[src/rtl/dmem_req_ctrl.sv]
// Data-memory request controller for the M stage.
// Turns one M-stage load/store into a single bus transaction and raises
// dmem_busy until the transaction completes. It keeps load data valid while M
// is frozen by an unrelated stall, and it never issues the same access twice.
module dmem_req_ctrl (
    input  logic        clk,
    input  logic        resetn,
    input  logic        m_req,
    input  logic        m_wr,
    input  logic [1:0]  m_size,
    input  logic [31:0] m_addr,
    input  logic [31:0] m_wdata,
    input  logic        m_cancel,
    input  logic        pipe_stall,
    output logic        dmem_busy,
    output logic [31:0] m_rdata,
    output logic        data_req,
    output logic        data_wr,
    output logic [1:0]  data_size,
    output logic [31:0] data_addr,
    output logic [31:0] data_wdata,
    input  logic        data_addr_ok,
    input  logic        data_data_ok,
    input  logic [31:0] data_rdata
);

    typedef enum logic [1:0] {
        ST_IDLE,
        ST_REQ,
        ST_WAIT,
        ST_DONE
    } state_t;

    state_t      r_state;
    logic        r_wr;
    logic [1:0]  r_size;
    logic [31:0] r_addr;
    logic [31:0] r_wdata;
    logic [31:0] r_rdata;

    logic        w_start;
    logic        w_in_req;
    logic        w_resp;
    logic        w_load_ret;

    // A new access may only start from IDLE; a cancelled instruction never reaches the bus.
    assign w_start    = (r_state == ST_IDLE) && m_req && !m_cancel;
    assign w_in_req   = (r_state == ST_REQ);
    // data_data_ok is only meaningful once the address has been accepted.
    assign w_resp     = (r_state == ST_WAIT) && data_data_ok;
    assign w_load_ret = w_resp && !r_wr;

    // The issue cycle drives the bus straight from M so a zero-wait accept costs no
    // extra cycle; afterwards the captured copy keeps the request stable even if M changes.
    assign data_req   = resetn && (w_start || w_in_req);
    assign data_wr    = w_start ? m_wr    : r_wr;
    assign data_size  = w_start ? m_size  : r_size;
    assign data_addr  = w_start ? m_addr  : r_addr;
    assign data_wdata = w_start ? m_wdata : r_wdata;

    // Busy never looks at pipe_stall: the hazard unit derives pipe_stall from busy.
    assign dmem_busy  = resetn && (w_start || w_in_req || ((r_state == ST_WAIT) && !data_data_ok));

    // Return-cycle bypass lets M/W capture the load on the very cycle the bus answers.
    assign m_rdata    = w_load_ret ? data_rdata : r_rdata;

    // Transaction sequencing, request capture and load-data retention.
    always_ff @(posedge clk or negedge resetn) begin
        if (!resetn) begin
            r_state <= ST_IDLE;
            r_wr    <= 1'b0;
            r_size  <= 2'd0;
            r_addr  <= 32'd0;
            r_wdata <= 32'd0;
            r_rdata <= 32'd0;
        end else begin
            case (r_state)
                ST_IDLE: begin
                    if (w_start) begin
                        r_wr    <= m_wr;
                        r_size  <= m_size;
                        r_addr  <= m_addr;
                        r_wdata <= m_wdata;
                        r_state <= data_addr_ok ? ST_WAIT : ST_REQ;
                    end
                end
                ST_REQ: begin
                    // An offered request is never withdrawn, so m_cancel is not consulted here.
                    if (data_addr_ok) begin
                        r_state <= ST_WAIT;
                    end
                end
                ST_WAIT: begin
                    if (data_data_ok) begin
                        if (!r_wr) begin
                            r_rdata <= data_rdata;
                        end
                        // Park in DONE while the instruction is still held in M so it is not reissued.
                        r_state <= pipe_stall ? ST_DONE : ST_IDLE;
                    end
                end
                ST_DONE: begin
                    if (!pipe_stall) begin
                        r_state <= ST_IDLE;
                    end
                end
                default: r_state <= ST_IDLE;
            endcase
        end
    end

endmodule

[config.mk]
export PLATFORM = sky130hd
export DESIGN_NAME = dmem_req_ctrl
export DESIGN_NICKNAME = d
export VERILOG_FILES = /design/src/rtl/dmem_req_ctrl.sv
export SDC_FILE = /design/constraint.sdc
export NUM_CORES = 1
export LEC_CHECK = 0
export CORE_MARGIN = 3
export CORE_UTILIZATION = 35
export DETAILED_ROUTE_END_ITERATION = 8
export GPL_ROUTABILITY_DRIVEN = 0
export MAX_ROUTING_LAYER = met4
export PLACE_DENSITY = 0.74
export SETUP_SLACK_MARGIN = 0.1
export SKIP_CTS_REPAIR_TIMING = 1
export SYNTH_ARGS = -nofsm -noshare
export SYNTH_HDL_FRONTEND = slang
export SYNTH_SLANG_ARGS = --single-unit
[constraint.sdc]
create_clock -name clk -period 2.4 [get_ports clk]
set_input_delay 0.48 -clock clk [delete_from_list [all_inputs] [get_ports clk]]
set_output_delay 0.48 -clock clk [all_outputs]
set_load 0.05 [all_outputs]
==> results of run 1 <==
flip-flops by register name, indices dropped and copies added, names as in the netlist:
register,count
r_addr,32
r_rdata,32
r_size,2
r_state,2
r_wdata,32
r_wr,1
worst max-delay path: cells and delay by family, from the launching register on:
kind                   cells  cell delay (ns)
buffers and inverters      5             0.68
flip-flops                 1             0.46
multiplexers               1             0.31
AND/OR/NAND/NOR            1             0.23
where the power goes:
group	leakage, nW	switching (mW)	internal [mW]
clock	0.156	0.622	0.972
sequential	1.20	0.482	2.58
combinational	2.68	5.27	5.01
total	4.04	6.37	8.56
worst paths after layout:
check | start | end | slack [ns] | cells after the start
setup / recovery | r_state[0] | data_wr | -0.13 | 7
hold reg to reg | r_addr[16] | r_addr[16] | 0.50 | 1
setup reg to reg | r_state[0] | r_addr[12] | 0.43 | 9
max in group asynchronous | resetn | r_wr | 1.17 | 3
hold / removal | r_addr[16] | r_addr[16] | 0.50 | 1
min in group asynchronous | resetn | r_state[1] | 0.53 | 2
synthesized netlist by cell type:
cell type	n	area share
nor2_1	2	0.0015
buf_2	8	0.0079
nor3_4	1	0.0032
nor3b_1	1	0.0015
a21oi_1	2	0.0020
and4bb_2	1	0.0025
dfrtp_1	101	0.50
o21a_1	1	0.0015
mux2_1	60	0.13
mux2_2	138	0.31
buf_6	7	0.016
nor3_1	2	0.0020
and2_1	1	0.0012
nand2b_1	1	0.0012
o21ai_0	3	0.0030
nor2b_1	1	0.0012
buf_4	7	0.010
inv_1	1	0.00074
cell usage in the layout (no fill, tap or decap), types with 3 or more instances in the layout:
cell type | netlist | routed
mux2_1 | 60 | 16
mux2_2 | 138 | 113
dlymetal6s2s_1 | 0 | 3
o21ai_0 | 3 | 3
buf_8 | 0 | 18
buf_12 | 0 | 43
buf_6 | 7 | 51
mux2_4 | 0 | 69
clkbuf_16 | 0 | 16
buf_4 | 7 | 62
dfrtp_1 | 101 | 99
clkdlybuf4s50_1 | 0 | 101
metrics by stage:
stage | TNS [ns] | hold slack (ns) | instance area (sq um) | util
floorplan | 0 | 0.184 | 5040 | -
global placement | -16.66 | 0.291 | 7670 | 0.549
detailed placement | -18.43 | 0.296 | 7670 | 0.549
CTS | -19.33 | -0.0807 | 8000 | 0.572
global route | -12.92 | 0.518 | 9100 | 0.650
finish | -5.79 | 0.499 | 9100 | 0.650
metal layers:
metal | up-vias | share of wire | routed length [um]
li1 | 1776 | - | -
met1 | 1889 | 0.42 | 6050
met2 | 120 | 0.51 | 7240
met3 | 12 | 0.059 | 842
met4 | 0 | 0.012 | 165
met5 | - | 0 | 0
area by class of cell:
| cell class | instances | area, sq um |
|---|---|---|
| fillers | 997 | 4890 |
| multi-input cells | 214 | 2610 |
| inverters | 1 | 3.75 |
| flip-flops and latches | 101 | 2530 |
| well taps | 180 | 225 |
| clock buffers | 13 | 260 |
| repair buffers | 286 | 3400 |
| clock inverters | 3 | 67.6 |
cell families (layout without fill, tap and decap cells):
family          after synthesis  count (layout)  synth area share
simple gates                 10              10            0.0144
mux                         198             198             0.443
flops                       101             101             0.502
compound gates                6               6           0.00646
buf+inv                      23             303            0.0348
==> flow_metrics.tcl, run 1 <==
set metrics [dict create \
    setup_ws_ns -0.134 \
    crit_path_frequent_cell "buf_12" \
    antenna_cells 0 \
    ctsRootBufferMaster "clkbuf_16" \
    cp-end-kind "output port" \
    start_util 0.360 \
    crit_type "flop to output port" \
    use_met3 0.0437 \
    dr_total_vias 3797 \
    hold_path_class "flop to flop" \
    clk_latency_ns 0.34 \
    via_per_inst 4.76 \
    htree_num_levels 3 \
    status "finished with violations" \
    powerDensity_nw_per_um2 1640 \
    io_pins 207 \
    min_period_over_period 1.06 \
    grt_pass1_vias 3780 \
    maxCapViolCount 0 \
    core_area_sq_um 14000 \
    cts_tree "built" \
    seq_area_frac_synth 0.502 \
    finalHoldViolCount 0 \
    rows 43 \
    start_kind "flop" \
    finalNonFillerCells 798 \
    yosys_register_bits 101 \
    clock_sinks 101 \
    ir_drop_mv 0.896 \
    ys_types 18 \
    crit_path_cell_trace "nor3_4 -> buf_12 -> buf_12 -> buf_12 -> buf_12 -> mux2_4 -> buf_8" \
    grt.busiest_layer "met2" \
    cpMaxStageDelayCell "dfrtp_2" \
    grtUsageTotal 0.152 \
    power.leakage_nw 4.04 \
    syn_nets 444 \
    fin_worst_skew_ns 0.00486 \
    power.total_mw 14.9 \
    violations "negative setup slack" \
    timing.slew.headroom 0.650 \
    die_w_um 126 \
    port_buffers 206 \
    grt_first_pass_wirelength_um 18900 \
    clock_path_buffers 2 \
    worst_ep_arrival_time_ns 2.05 \
    place_inst 737 \
    postRouteAntennaNets 0 \
    fin_crit_ns 2.53 \
    cp_max_fo 8 \
    worstMarginPinSlew_ns 0.524 \
    grt_overflow 0 \
    slew_violations 0 \
    syn_inst 338 \
    remaining_drc_errors 0 \
    first_pass_iters 3 \
    yosys_warnings 0 \
    drtIter0Drc 127 \
    cp_slowest_stage_delay_ns 0.46 \
    syn_area_sq_um 5040 \
    grt_max_degree 100 \
    place_ws_ns -0.257 \
    required_ns 1.92 \
    postRouteWirelength_um 14300 \
    nets 719 \
    path_clk_slew_ns 0.07 \
    die_h_um 126 \
    drive_gt1_frac 0.618 \
    grt_util_met2 0.245 \
    drt-wirelength-per-cell_um 17.9 \
    syn_to_final_growth_pct 80.6 \
    die-area_sq_um 15900 \
    syn-mean-instance-area_sq_um 14.9 \
    antenna_found_initial 0 \
    fmax_ghz 0.395 \
    cts_buffers 9 \
    dp_hpwl_um 9100 \
    setup-violations-final 99 \
    rsz0062_at_grt "yes" \
    met1_usage 0.185 \
]
No activity file was read; power rests on OpenSTA's default activity.
==> run 2, diff against run 1 <==
--- a/config.mk
+++ b/config.mk
@@ -9,6 +9,7 @@
 export CORE_UTILIZATION = 35
 export DETAILED_ROUTE_END_ITERATION = 8
 export GPL_ROUTABILITY_DRIVEN = 0
+export GPL_TIMING_DRIVEN = 0
 export MAX_ROUTING_LAYER = met4
 export PLACE_DENSITY = 0.74
 export SETUP_SLACK_MARGIN = 0.1
==> flow_metrics.tcl, run 2 (synthesized netlist as in run 1, its figures left out) <==
set metrics [dict create \
    status "finished with violations" \
    violations "negative setup slack" \
    fillers 1083 \
    cts_tree "built" \
    drtIter0Drc 116 \
    maxCapViolCount 0 \
    worstMarginPinSlew_ns 0.464 \
    crit_type "flop to output port" \
    grtUsageTotal 0.159 \
    first_pass_iters 4 \
    worst_path_dominant_cell_family "buffers and inverters" \
    die-area_sq_um 15900 \
    antenna_cells 0 \
    crit_path_cell_trace "nor3_4 -> buf_6 -> clkbuf_16 -> buf_12 -> mux2_2 -> buf_6" \
    rows 43 \
    cp-end-kind "output port" \
    finalHoldViolCount 0 \
    fin_worst_skew_ns 0.00705 \
    fmax_ghz 0.408 \
    clk_latency_ns 0.34 \
    htree_num_levels 3 \
    port_buffers 206 \
    layout_commonest_cell "mux2_2" \
    antenna_found_initial 0 \
    grt_pass1_vias 3929 \
    crit_path_frequent_cell "buf_6" \
    cpMaxStageDelayCell "dfrtp_2" \
    remaining_drc_errors 0 \
    syn_to_final_growth_pct 73.4 \
    io_pins 207 \
    die_h_um 126 \
    powerDensity_nw_per_um2 1630 \
    place_inst 725 \
    ctsRootBufferMaster "clkbuf_16" \
    fin_crit_ns 2.45 \
    top_regs "r_addr x32, r_rdata x32, r_wdata x32" \
    worst_ep_arrival_time_ns 1.97 \
    seq_area_sq_um 2530 \
    hold_path_class "input pin to async pin" \
    cp_slowest_stage_delay_ns 0.44 \
    clock_sinks 101 \
    rsz0062_at_grt "yes" \
    start_kind "flop" \
    final_cell_mix "122 x mux2_2, 101 x clkdlybuf4s50_1, 100 x dfrtp_1" \
    cts_buffers 9 \
    place_ws_ns -1.21 \
    finalNonFillerCells 770 \
    postRouteAntennaNets 0 \
    ir_drop_mv 0.883 \
    cp_max_fo 8 \
    path_clk_slew_ns 0.07 \
    setup_ws_ns -0.0511 \
    start_util 0.360 \
    clock_path_buffers 2 \
    drt-wirelength-per-cell_um 18.5 \
    postRouteWirelength_um 14300 \
    power.leakage_nw 3.86 \
    worst-path-buf-inv 4 \
    grt_overflow 0 \
    drive_gt1_frac 0.627 \
    power.total_mw 14.3 \
    core_area_sq_um 14000 \
    nets 691 \
    setup-violations-final 46 \
    slew_violations 0 \
    timing.slew.headroom 0.691 \
    dr_total_vias 3739 \
    min_period_over_period 1.02 \
    grt_max_degree 57 \
    holdWs_ns 0.0652 \
    required_ns 1.92 \
    dp_hpwl_um 9290 \
    multi_input_area_sq_um 2630 \
    grt_first_pass_wirelength_um 19700 \
    die_w_um 126 \
    via_per_inst 4.86 \
]
run 2: cell count changes in the layout (fill, tap and decap cells not counted), sizes merged:
| cell | previous run | this run |
|---|---|---|
| buf | 174 | 142 |
| bufinv | 2 | 1 |
| clkbuf | 20 | 24 |
| clkinv | 0 | 2 |
| dlygate4sd3 | 1 | 0 |
run 2: worst paths after layout:
check	startpoint	to	slack [ns]	cells past startpoint
worst max register to register	r_state[0]	r_addr[1]	0.66	7
worst min-delay path	resetn	r_wdata[14]	0.07	1
min in group clk	r_rdata[16]	r_rdata[16]	0.51	1
worst min register to register	r_rdata[16]	r_rdata[16]	0.51	1
worst max-delay path	r_state[0]	data_addr[29]	-0.05	6
max in group asynchronous	resetn	r_state[0]	1.69	2
run 2: layout make-up:
class	count	area share
Buffer	22	0.0348
Multi-Input combinational cell	214	0.301
Clock inverter	4	0.00544
Sequential cell	101	0.289
Tap cell	180	0.0258
Clock buffer	12	0.0282
Inverter	1	0.000430
Timing Repair Buffer	236	0.315
run 2: metal layers:
metal | wire length (um) | global-route usage | up-vias
li1 | - | - | 1722
met1 | 5950 | 0.190 | 1876
met2 | 7300 | 0.266 | 125
met3 | 791 | 0.0348 | 16
met4 | 225 | 0.0524 | 0
met5 | 0 | - | -
run 2: report_power, final:
group          internal [mW]  switching (mW)  total (mW)
clock                  0.834           0.617        1.45
combinational           4.60            5.19        9.79
sequential              2.58           0.455        3.03
total                   8.01            6.26        14.3
run 2: per-stage QoR:
stage                     instance area [sq um]  utilization  setup TNS, ns
after floorplan                            5040            -              0
after detailed placement                   7350        0.525         -98.82
after global placement                     7320        0.524        -407.64
after CTS                                  7640        0.546         -98.92
final                                      8740        0.625         -0.523
after global routing                       8740        0.625          -6.22
